### src/rtl/dclk_set_ctrl_pkg.sv
// Shared definitions for the digital-clock time-setting controller:
// state encoding, field select codes, twinkle bit positions, key indices.
package dclk_set_ctrl_pkg;

  typedef enum logic [1:0] {
    RUN      = 2'd0,
    SET_HOUR = 2'd1,
    SET_MIN  = 2'd2
  } set_state_t;

  localparam logic [1:0] FIELD_NONE = 2'b00;
  localparam logic [1:0] FIELD_MIN  = 2'b01;
  localparam logic [1:0] FIELD_HOUR = 2'b10;

  localparam int TWK_HOUR = 2;
  localparam int TWK_MIN  = 1;
  localparam int TWK_SEC  = 0;

  localparam int KEY_SET = 0;
  localparam int KEY_UP  = 1;
  localparam int KEY_DN  = 2;

  // Field being edited in a given state
  function automatic logic [1:0] field_of(input set_state_t st);
    logic [1:0] f;
    f = FIELD_NONE;
    if (st == SET_HOUR) f = FIELD_HOUR;
    else if (st == SET_MIN) f = FIELD_MIN;
    return f;
  endfunction

  // Blink mask for the tube pairs in a given state
  function automatic logic [2:0] twinkle_of(input set_state_t st);
    logic [2:0] m;
    m = 3'b000;
    if (st == SET_HOUR) m[TWK_HOUR] = 1'b1;
    else if (st == SET_MIN) m[TWK_MIN] = 1'b1;
    return m;
  endfunction

endpackage

### src/rtl/dclk_key_debounce.sv
// One front-panel key: 2-flop synchroniser, tick-based debounce, and a
// one-clk press event on the debounced released->pressed transition.
module dclk_key_debounce #(
  parameter int DEB_MS = 20
) (
  input  logic clk,
  input  logic rst,
  input  logic tick_1k,
  input  logic key_n,
  output logic pressed,
  output logic press_p
);

  localparam int CW = $clog2(DEB_MS + 1);

  logic          sync1_reg;
  logic          sync2_reg;
  logic          level_reg;
  logic [CW-1:0] cnt_reg;
  logic          press_reg;
  logic          synced_pressed;

  // Key is active-low; idle (reset) level of the synchroniser is released
  assign synced_pressed = ~sync2_reg;

  // Bring the asynchronous raw key into the clk domain
  always_ff @(posedge clk) begin
    if (rst) begin
      sync1_reg <= 1'b1;
      sync2_reg <= 1'b1;
    end else begin
      sync1_reg <= key_n;
      sync2_reg <= sync1_reg;
    end
  end

  // Accept a level change only after DEB_MS consecutive differing ticks
  always_ff @(posedge clk) begin
    if (rst) begin
      level_reg <= 1'b0;
      cnt_reg   <= '0;
      press_reg <= 1'b0;
    end else begin
      press_reg <= 1'b0;
      if (tick_1k) begin
        if (synced_pressed != level_reg) begin
          if (cnt_reg >= CW'(DEB_MS - 1)) begin
            level_reg <= ~level_reg;
            cnt_reg   <= '0;
            press_reg <= ~level_reg;
          end else begin
            cnt_reg <= cnt_reg + CW'(1);
          end
        end else begin
          cnt_reg <= '0;
        end
      end
    end
  end

  assign pressed = level_reg;
  assign press_p = press_reg;

endmodule

### src/rtl/dclk_set_ctrl.sv
// Time-setting controller: debounces set/up/down, sequences
// RUN -> SET_HOUR -> SET_MIN -> RUN, and issues inc/dec pulses with
// auto-repeat plus an idle timeout back to RUN.
module dclk_set_ctrl #(
  parameter int DEB_MS  = 20,
  parameter int HOLD_MS = 1000,
  parameter int REP_MS  = 200,
  parameter int IDLE_MS = 10000
) (
  input  logic       clk,
  input  logic       rst,
  input  logic       tick_1k,
  input  logic       key_set_N,
  input  logic       key_up_N,
  input  logic       key_dn_N,
  output logic       run_en,
  output logic [1:0] field_sel,
  output logic       inc_p,
  output logic       dec_p,
  output logic       sec_clr_p,
  output logic [2:0] twinkle_en
);

  import dclk_set_ctrl_pkg::*;

  localparam int HCW = $clog2(HOLD_MS + 1);
  localparam int RCW = $clog2(REP_MS + 1);
  localparam int ICW = $clog2(IDLE_MS + 1);

  logic [2:0] key_raw_n;
  logic [2:0] key_lvl;
  logic [2:0] key_press;
  logic       set_level_unused;

  set_state_t     state_reg;
  set_state_t     state_next;
  logic           sec_clr_next;
  logic           run_en_reg;
  logic [1:0]     field_sel_reg;
  logic [2:0]     twinkle_reg;
  logic           inc_p_reg;
  logic           dec_p_reg;
  logic           sec_clr_p_reg;

  logic [HCW-1:0] hold_cnt_reg;
  logic [RCW-1:0] rep_cnt_reg;
  logic           rep_p_reg;
  logic [ICW-1:0] idle_cnt_reg;

  logic in_setting;
  logic set_press;
  logic any_press;
  logic single_up;
  logic single_dn;
  logic single_held;
  logic hold_done;
  logic rep_due;
  logic idle_expire;
  logic up_fire;
  logic dn_fire;

  assign key_raw_n = {key_dn_N, key_up_N, key_set_N};

  generate
    for (genvar gi = 0; gi < 3; gi++) begin : g_key
      dclk_key_debounce #(
        .DEB_MS (DEB_MS)
      ) u_deb (
        .clk     (clk),
        .rst     (rst),
        .tick_1k (tick_1k),
        .key_n   (key_raw_n[gi]),
        .pressed (key_lvl[gi]),
        .press_p (key_press[gi])
      );
    end
  endgenerate

  // Only the press event of the set key matters; its held level does not
  assign set_level_unused = key_lvl[KEY_SET];

  assign in_setting  = (state_reg != RUN);
  assign set_press   = key_press[KEY_SET];
  assign any_press   = |key_press;
  // Both up and down held cancel each other out
  assign single_up   = key_lvl[KEY_UP] & ~key_lvl[KEY_DN];
  assign single_dn   = key_lvl[KEY_DN] & ~key_lvl[KEY_UP];
  assign single_held = single_up | single_dn;
  assign hold_done   = (hold_cnt_reg == HCW'(HOLD_MS));
  assign rep_due     = hold_done ? (rep_cnt_reg == RCW'(REP_MS - 1))
                                 : (hold_cnt_reg == HCW'(HOLD_MS - 1));
  assign idle_expire = in_setting & tick_1k & ~any_press & ~rep_p_reg &
                       (idle_cnt_reg == ICW'(IDLE_MS - 1));
  // A set press in the same cycle wins over any up/down activity
  assign up_fire = in_setting & ~set_press & single_up &
                   (key_press[KEY_UP] | rep_p_reg);
  assign dn_fire = in_setting & ~set_press & single_dn &
                   (key_press[KEY_DN] | rep_p_reg);

  // Hold timer: first repeat after HOLD_MS ticks, then every REP_MS ticks
  always_ff @(posedge clk) begin
    if (rst || !in_setting || !single_held || set_press) begin
      hold_cnt_reg <= '0;
      rep_cnt_reg  <= '0;
      rep_p_reg    <= 1'b0;
    end else begin
      rep_p_reg <= 1'b0;
      if (tick_1k) begin
        rep_p_reg <= rep_due;
        if (!hold_done) begin
          hold_cnt_reg <= hold_cnt_reg + HCW'(1);
        end else if (rep_due) begin
          rep_cnt_reg <= '0;
        end else begin
          rep_cnt_reg <= rep_cnt_reg + RCW'(1);
        end
      end
    end
  end

  // Idle timer: restarted by any press or repeat pulse, saturates at IDLE_MS
  always_ff @(posedge clk) begin
    if (rst || !in_setting || any_press || rep_p_reg) begin
      idle_cnt_reg <= '0;
    end else if (tick_1k && (idle_cnt_reg != ICW'(IDLE_MS))) begin
      idle_cnt_reg <= idle_cnt_reg + ICW'(1);
    end
  end

  // Next setting state and the seconds-clear request on a set-key exit
  always_comb begin
    state_next   = state_reg;
    sec_clr_next = 1'b0;
    case (state_reg)
      RUN: begin
        if (set_press) state_next = SET_HOUR;
      end
      SET_HOUR: begin
        if (set_press)        state_next = SET_MIN;
        else if (idle_expire) state_next = RUN;
      end
      SET_MIN: begin
        if (set_press) begin
          state_next   = RUN;
          sec_clr_next = 1'b1;
        end else if (idle_expire) begin
          state_next = RUN;
        end
      end
      default: state_next = RUN;
    endcase
  end

  // Setting FSM with registered outputs derived from the next state
  always_ff @(posedge clk) begin
    if (rst) begin
      state_reg     <= RUN;
      run_en_reg    <= 1'b1;
      field_sel_reg <= FIELD_NONE;
      twinkle_reg   <= 3'b000;
      inc_p_reg     <= 1'b0;
      dec_p_reg     <= 1'b0;
      sec_clr_p_reg <= 1'b0;
    end else begin
      state_reg     <= state_next;
      run_en_reg    <= (state_next == RUN);
      field_sel_reg <= field_of(state_next);
      twinkle_reg   <= twinkle_of(state_next);
      inc_p_reg     <= up_fire;
      dec_p_reg     <= dn_fire;
      sec_clr_p_reg <= sec_clr_next;
    end
  end

  assign run_en     = run_en_reg;
  assign field_sel  = field_sel_reg;
  assign twinkle_en = twinkle_reg;
  assign inc_p      = inc_p_reg;
  assign dec_p      = dec_p_reg;
  assign sec_clr_p  = sec_clr_p_reg;

endmodule

### config.mk
export PLATFORM = sky130hd
export DESIGN_NAME = dclk_set_ctrl
export DESIGN_NICKNAME = d
export VERILOG_FILES = /design/src/rtl/dclk_set_ctrl_pkg.sv /design/src/rtl/dclk_key_debounce.sv /design/src/rtl/dclk_set_ctrl.sv
export SDC_FILE = /design/constraint.sdc
export NUM_CORES = 1
export LEC_CHECK = 0
export CELL_PAD_IN_SITES_DETAIL_PLACEMENT = 1
export CELL_PAD_IN_SITES_GLOBAL_PLACEMENT = 1
export CORE_AREA = 8 8 90 92
export CTS_CLUSTER_SIZE = 40
export DETAILED_ROUTE_END_ITERATION = 10
export DIE_AREA = 0 0 98 100
export PLACE_DENSITY_LB_ADDON = 0.05
export SLEW_MARGIN = 20
export SYNTH_ARGS = -nofsm -noshare
export SYNTH_HDL_FRONTEND = slang
export SYNTH_SLANG_ARGS = --single-unit
### constraint.sdc
create_clock -name clk -period 2.81 [get_ports clk]
set_input_delay 0.562 -clock clk [delete_from_list [all_inputs] [get_ports clk]]
set_output_delay 0.562 -clock clk [all_outputs]
set_load 0.01 [all_outputs]
== Yosys cells after proc, flatten, opt, wreduce, memory -nomap -nowiden ==
Cells that the tools add are included.
Storage, ports and cells
  word-level logic and storage cells: 123
  register bits after elaboration: 71
  output and inout bits: 9
  bits of input ports: 6
Operators by class
  equal/unequal tests: 12
  bitwise gates (word level): 32
  reduce and logical (&&, ||, !) cells: 23
  muxes and demuxes: 18
  add/subtract/negate cells: 6
  order comparisons: 3
Operator list (number)
  5-bit 2-to-1 mux: 6
  10-bit == test, second input constant: 2
  1-bit inverter: 18
  5-bit by 1-bit adder with 5-bit output, second input constant: 3
  5-bit >= comparator, second input constant: 3
  14-bit by 1-bit adder with 14-bit output, second input constant: 1
  14-bit == test, second input constant: 1
  14-bit != test, second input constant: 1
  4-bit OR reduction: 3
  1-bit bitwise AND: 11
  10-bit by 1-bit adder with 10-bit output, second input constant: 1
  2-bit 2-to-1 mux: 5
  3-bit AND reduction: 3
  8-bit by 1-bit adder with 8-bit output, second input constant: 1
  8-bit == test, second input constant: 1
  8-bit 2-to-1 mux: 1
  2-bit case mux with 3 select lines: 1
  2-bit OR reduction: 3
  1-bit logical OR: 5
  1-bit 2-to-1 mux: 5
  2-bit by 1-bit == test with 1-bit output, second input constant: 2
  2-bit == test, second input constant: 2
  2-bit zero test: 2
  2-bit AND reduction: 2
  6 further kinds: 11

== Depth between registers and ports, before layout ==
  depth in word-level cells: 11
  depth in mapped cells: 7
  gate-level depth less buffers: 6

== Cells and area by module ==
Synthesis repeated with hierarchy kept, for this count alone.
Second synthesis, totals
  cells, all modules: 348
  area total of the unflattened synthesis: 3313.2 µm²
Modules (own cells, without submodules)
  dclk_set_ctrl: sequential area each 820.8 µm², instances 1, area each 1999.4 µm², cells each 228
  dclk_key_debounce: sequential area each 180.2 µm², instances 3, area each 437.9 µm², cells each 40

== Worst setup path after synthesis ==
No wires, ideal clock.
  path type: input port to flip-flop
  start: in tick_1k
  end: reg idle_cnt_reg[13]
  slack: 0.969 ns
  required time: 2.740 ns
  setup time: 0.070 ns
  path buffers: 2
  arrival: 1.771 ns
  cell stages on the path: 6
  cell sequence: clkbuf_1 and4_1 clkbuf_1 nand2_1 or4_1 a21oi_1
On the way
  cells in the longest elaborated chain, start to end: 1
Ends and longest elaborated chain
  start, declared: RTL line dclk_set_ctrl.sv:12  | input logic tick_1k,
  1-bit logical AND: RTL line dclk_set_ctrl.sv:125  | end else if (tick_1k && (idle_cnt_reg != ICW'(IDLE_MS))) begin
  end signal, assigned: RTL line dclk_set_ctrl.sv:126  | idle_cnt_reg <= idle_cnt_reg + ICW'(1);
  end, declared: RTL line dclk_set_ctrl.sv:48  | logic [ICW-1:0] idle_cnt_reg;
Every way passes these cells.
A chain may end at the register's enable or synchronous reset.

== Worst setup path in the final report ==
  start: in tick_1k
  end: reg rep_cnt_reg[7]
On the way
  cells in the longest elaborated chain, start to end: 1
Ends and longest elaborated chain
  2-bit AND reduction (no line)
  end signal, assigned: RTL line dclk_set_ctrl.sv:115  | rep_cnt_reg <= rep_cnt_reg + RCW'(1);
  end, declared: RTL line dclk_set_ctrl.sv:46  | logic [RCW-1:0] rep_cnt_reg;
Every way passes these cells.

==> impl_metrics.yaml <==
run_status:
  status: "finished, final reports clean"
sta:
  fmax_mhz: 469
  finalHoldViolCount: 0
  rsz0062_at_grt: "false"
  min_period_ns: 2.13
  fin_crit_sh_pct: 76.0
  finalMaxSlewViolations: 0
  tightestPinTransition_ns: 0.507
  finClkSkew_ns: 0.0112
  setup_viol: 0
  timing.slew.headroom_pct: 65.9
  hold-worst-slack_ns: 0.417
  finalSetupTns_ns: 0
drt:
  vias: 2617
  totalWireLength_um: 7090
  drtIter0Drc: 89
  via_per_inst: 5.71
  avgRoutedWirePerCell_um: 15.5
  route.detailed.drc: 0
  first_pass_iters: 5
  final_antenna_net_count: 0
cts:
  post_cts_buffers: 0
  h-tree-depth: 3
  clk_pin_slew_ns: 0.07
  clockRootBuffer: "clkbuf_8"
  insertion_delay_ns: 0.34
  clockBufferDepth: 2
  ctsHoldBuffers: 0
  cts_resized: 0
  tritoncts: "done"
  numCtsBuffers: 9
  clkSinkCount: 68
min_path:
  holdPathEnd: "g_key[1].u_deb.sync2_reg"
  holdPathStages: 1
  hold_path.startpoint: "g_key[1].u_deb.sync1_reg"
  hold_path.class: "flip-flop to flip-flop"
cells_and_area:
  fin_nets: 389
  layout.cells.most_common_list: "68 x dfxtp_1, 32 x nand2_1, 24 x a21oi_1, 20 x o21ai_0, 19 x nor2_1"
  stdcell_area_um2: 3530
  final_common_cell: "dfxtp_1"
  final_cells: 458
  area_growth_pct: 12.3
  antenna_cells: 0
  layout-drive-gt1-share_pct: 8.47
  largest_register_ff_count: 15
critical_path:
  critPathLaunchType: "primary input"
  cp_slowest_cell: "or4_4"
  worstSetupPathType: "primary input to flip-flop"
  cp-end-kind: "flip-flop"
  reg2reg_depth: 6
  r2r_end: "rep_cnt_reg[7]"
  r2r_slack_ns: 0.76
  cp_cell_sequence: "clkdlybuf4s50_1 -> inv_1 -> or4_4 -> or4_1 -> a21oi_1"
  reg2reg_from: "hold_cnt_reg[0]"
  crit_required_ns: 3.09
  critPathMaxStageDelay_ns: 0.62
  crit_arrival_ns: 2.41
  cp_max_fo: 14
logic_synthesis:
  ys_seq_area_share_pct: 43.3
  ys_ff_latch: 68
  syn_nets: 376
  syn_inst: 360
  async_reset_ff_share_pct: 0
  synth_cell_types: 46
  synth_warnings: 0
  synth_top_area_share_pct: 43.3
  synthTopCellsByArea: "dfxtp_1 43%, ha_1 4.0%, a21oi_1 3.8%"
  syn_area_per_cell_um2: 8.73
  syn-cell-area_um2: 3140
  synth_area_leader_cell: "dfxtp_1"
  synth_edf_count: 0
  synthFlopType: "dfxtp_1"
place:
  place_area_um2: 3340
  io_buffers: 13
  hpwl_um: 4920
  gp_congestion: 0.742
  placed_cells: 442
grt:
  grt_usage_pct: 15.3
  grt_pass1_wl_um: 12400
  grt_pass1_vias: 2637
  grt_max_degree: 23
  grt.overflow.total: 0
  antenna_found_initial: 0
pwr:
  ir_worst_vdd_v: 0.000348
  power_density_nw_per_um2: 508
  p_leak_uw: 0.00112
floorplan:
  core-area_um2: 6640
  die_area_um2: 9800
  io_pins: 15
  dieHeight_um: 100
  die_w_um: 98
  num_rows: 30
  initial_core_util_pct: 47.3
job:
  max_cap_viol_count: 0
[worst max-delay path: cells and delay by family]
family          cells  cell delay (ns)
compound gates      1             0.14
buf+inv             2             0.55
simple gates        2             1.15
[metrics by stage]
stage | worst slack, ns | power (uW) | util, %
floorplan | 0.969 | 1020 | -
global placement | 0.349 | 1040 | 50.3
detailed placement | 0.303 | 1040 | 50.3
CTS | 0.668 | 1810 | 53.1
global route | 0.595 | 1850 | 53.1
finish | 0.676 | 1790 | 53.1
[worst max path at each step]
stage | from | endpoint | slack [ns]
global route | tick_1k | rep_cnt_reg[5] | 0.60
CTS | tick_1k | rep_cnt_reg[7] | 0.67
global placement | tick_1k | rep_cnt_reg[7] | 0.35
detailed placement | tick_1k | rep_cnt_reg[7] | 0.30
finish | tick_1k | rep_cnt_reg[7] | 0.68
floorplan | tick_1k | idle_cnt_reg[13] | 0.97
[synthesized netlist by cell type (3+ instances only)]
master    count
dfxtp_1      68
nand2_1      32
a21oi_1      24
o21ai_0      20
nor2_1       19
inv_1        15
nand3_1      13
or3_1        13
nand4_1      12
nor3_1       12
clkbuf_1     11
xor2_1       11
ha_1         10
or4_1        10
xnor2_1       9
a31oi_1       6
nand3b_1      6
o31ai_1       6
or2_2         6
nor4_1        5
o211ai_1      5
a211oi_1      4
buf_4         4
nand2b_1      4
a2111o_1      3
o311a_1       3
or3b_2        3
[report_power, final]
group	total (uW)	switching, uW	internal, uW
registers	972	3.64	968
logic	50.1	30.6	19.5
clock network	771	379	392
[logic make-up (layout without fill, tap and decap cells)]
kind of cell	count (synthesis)	after routing	share of synthesized area, %
simple gates	150	150	26.8
compound gates	78	78	15.6
fa+ha+maj	10	10	3.98
other cells	1	1	0.119
flops	68	68	43.3
mux	1	1	0.318
xor+xnor	20	20	5.57
buf+inv	32	50	4.30
[area by class of cell]
cell class | count | area [um^2]
fillers | 781 | 3110
inverters | 15 | 56.3
repair buffers | 19 | 175
multi-input cells | 260 | 1650
clock buffers | 13 | 169
clock inverters | 3 | 20.0
flip-flops and latches | 68 | 1360
well taps | 80 | 100
[per-layer routing]
layer  part of all wire, %  GRT usage (%)  vias up
li1                      -              -     1341
met1                    52           19.0     1244
met2                    44           24.8       23
met3                   2.4           3.39        9
met4                   1.5           6.47        0
met5                     0              0        -
Note: power is estimated with default switching activity, not from simulation.
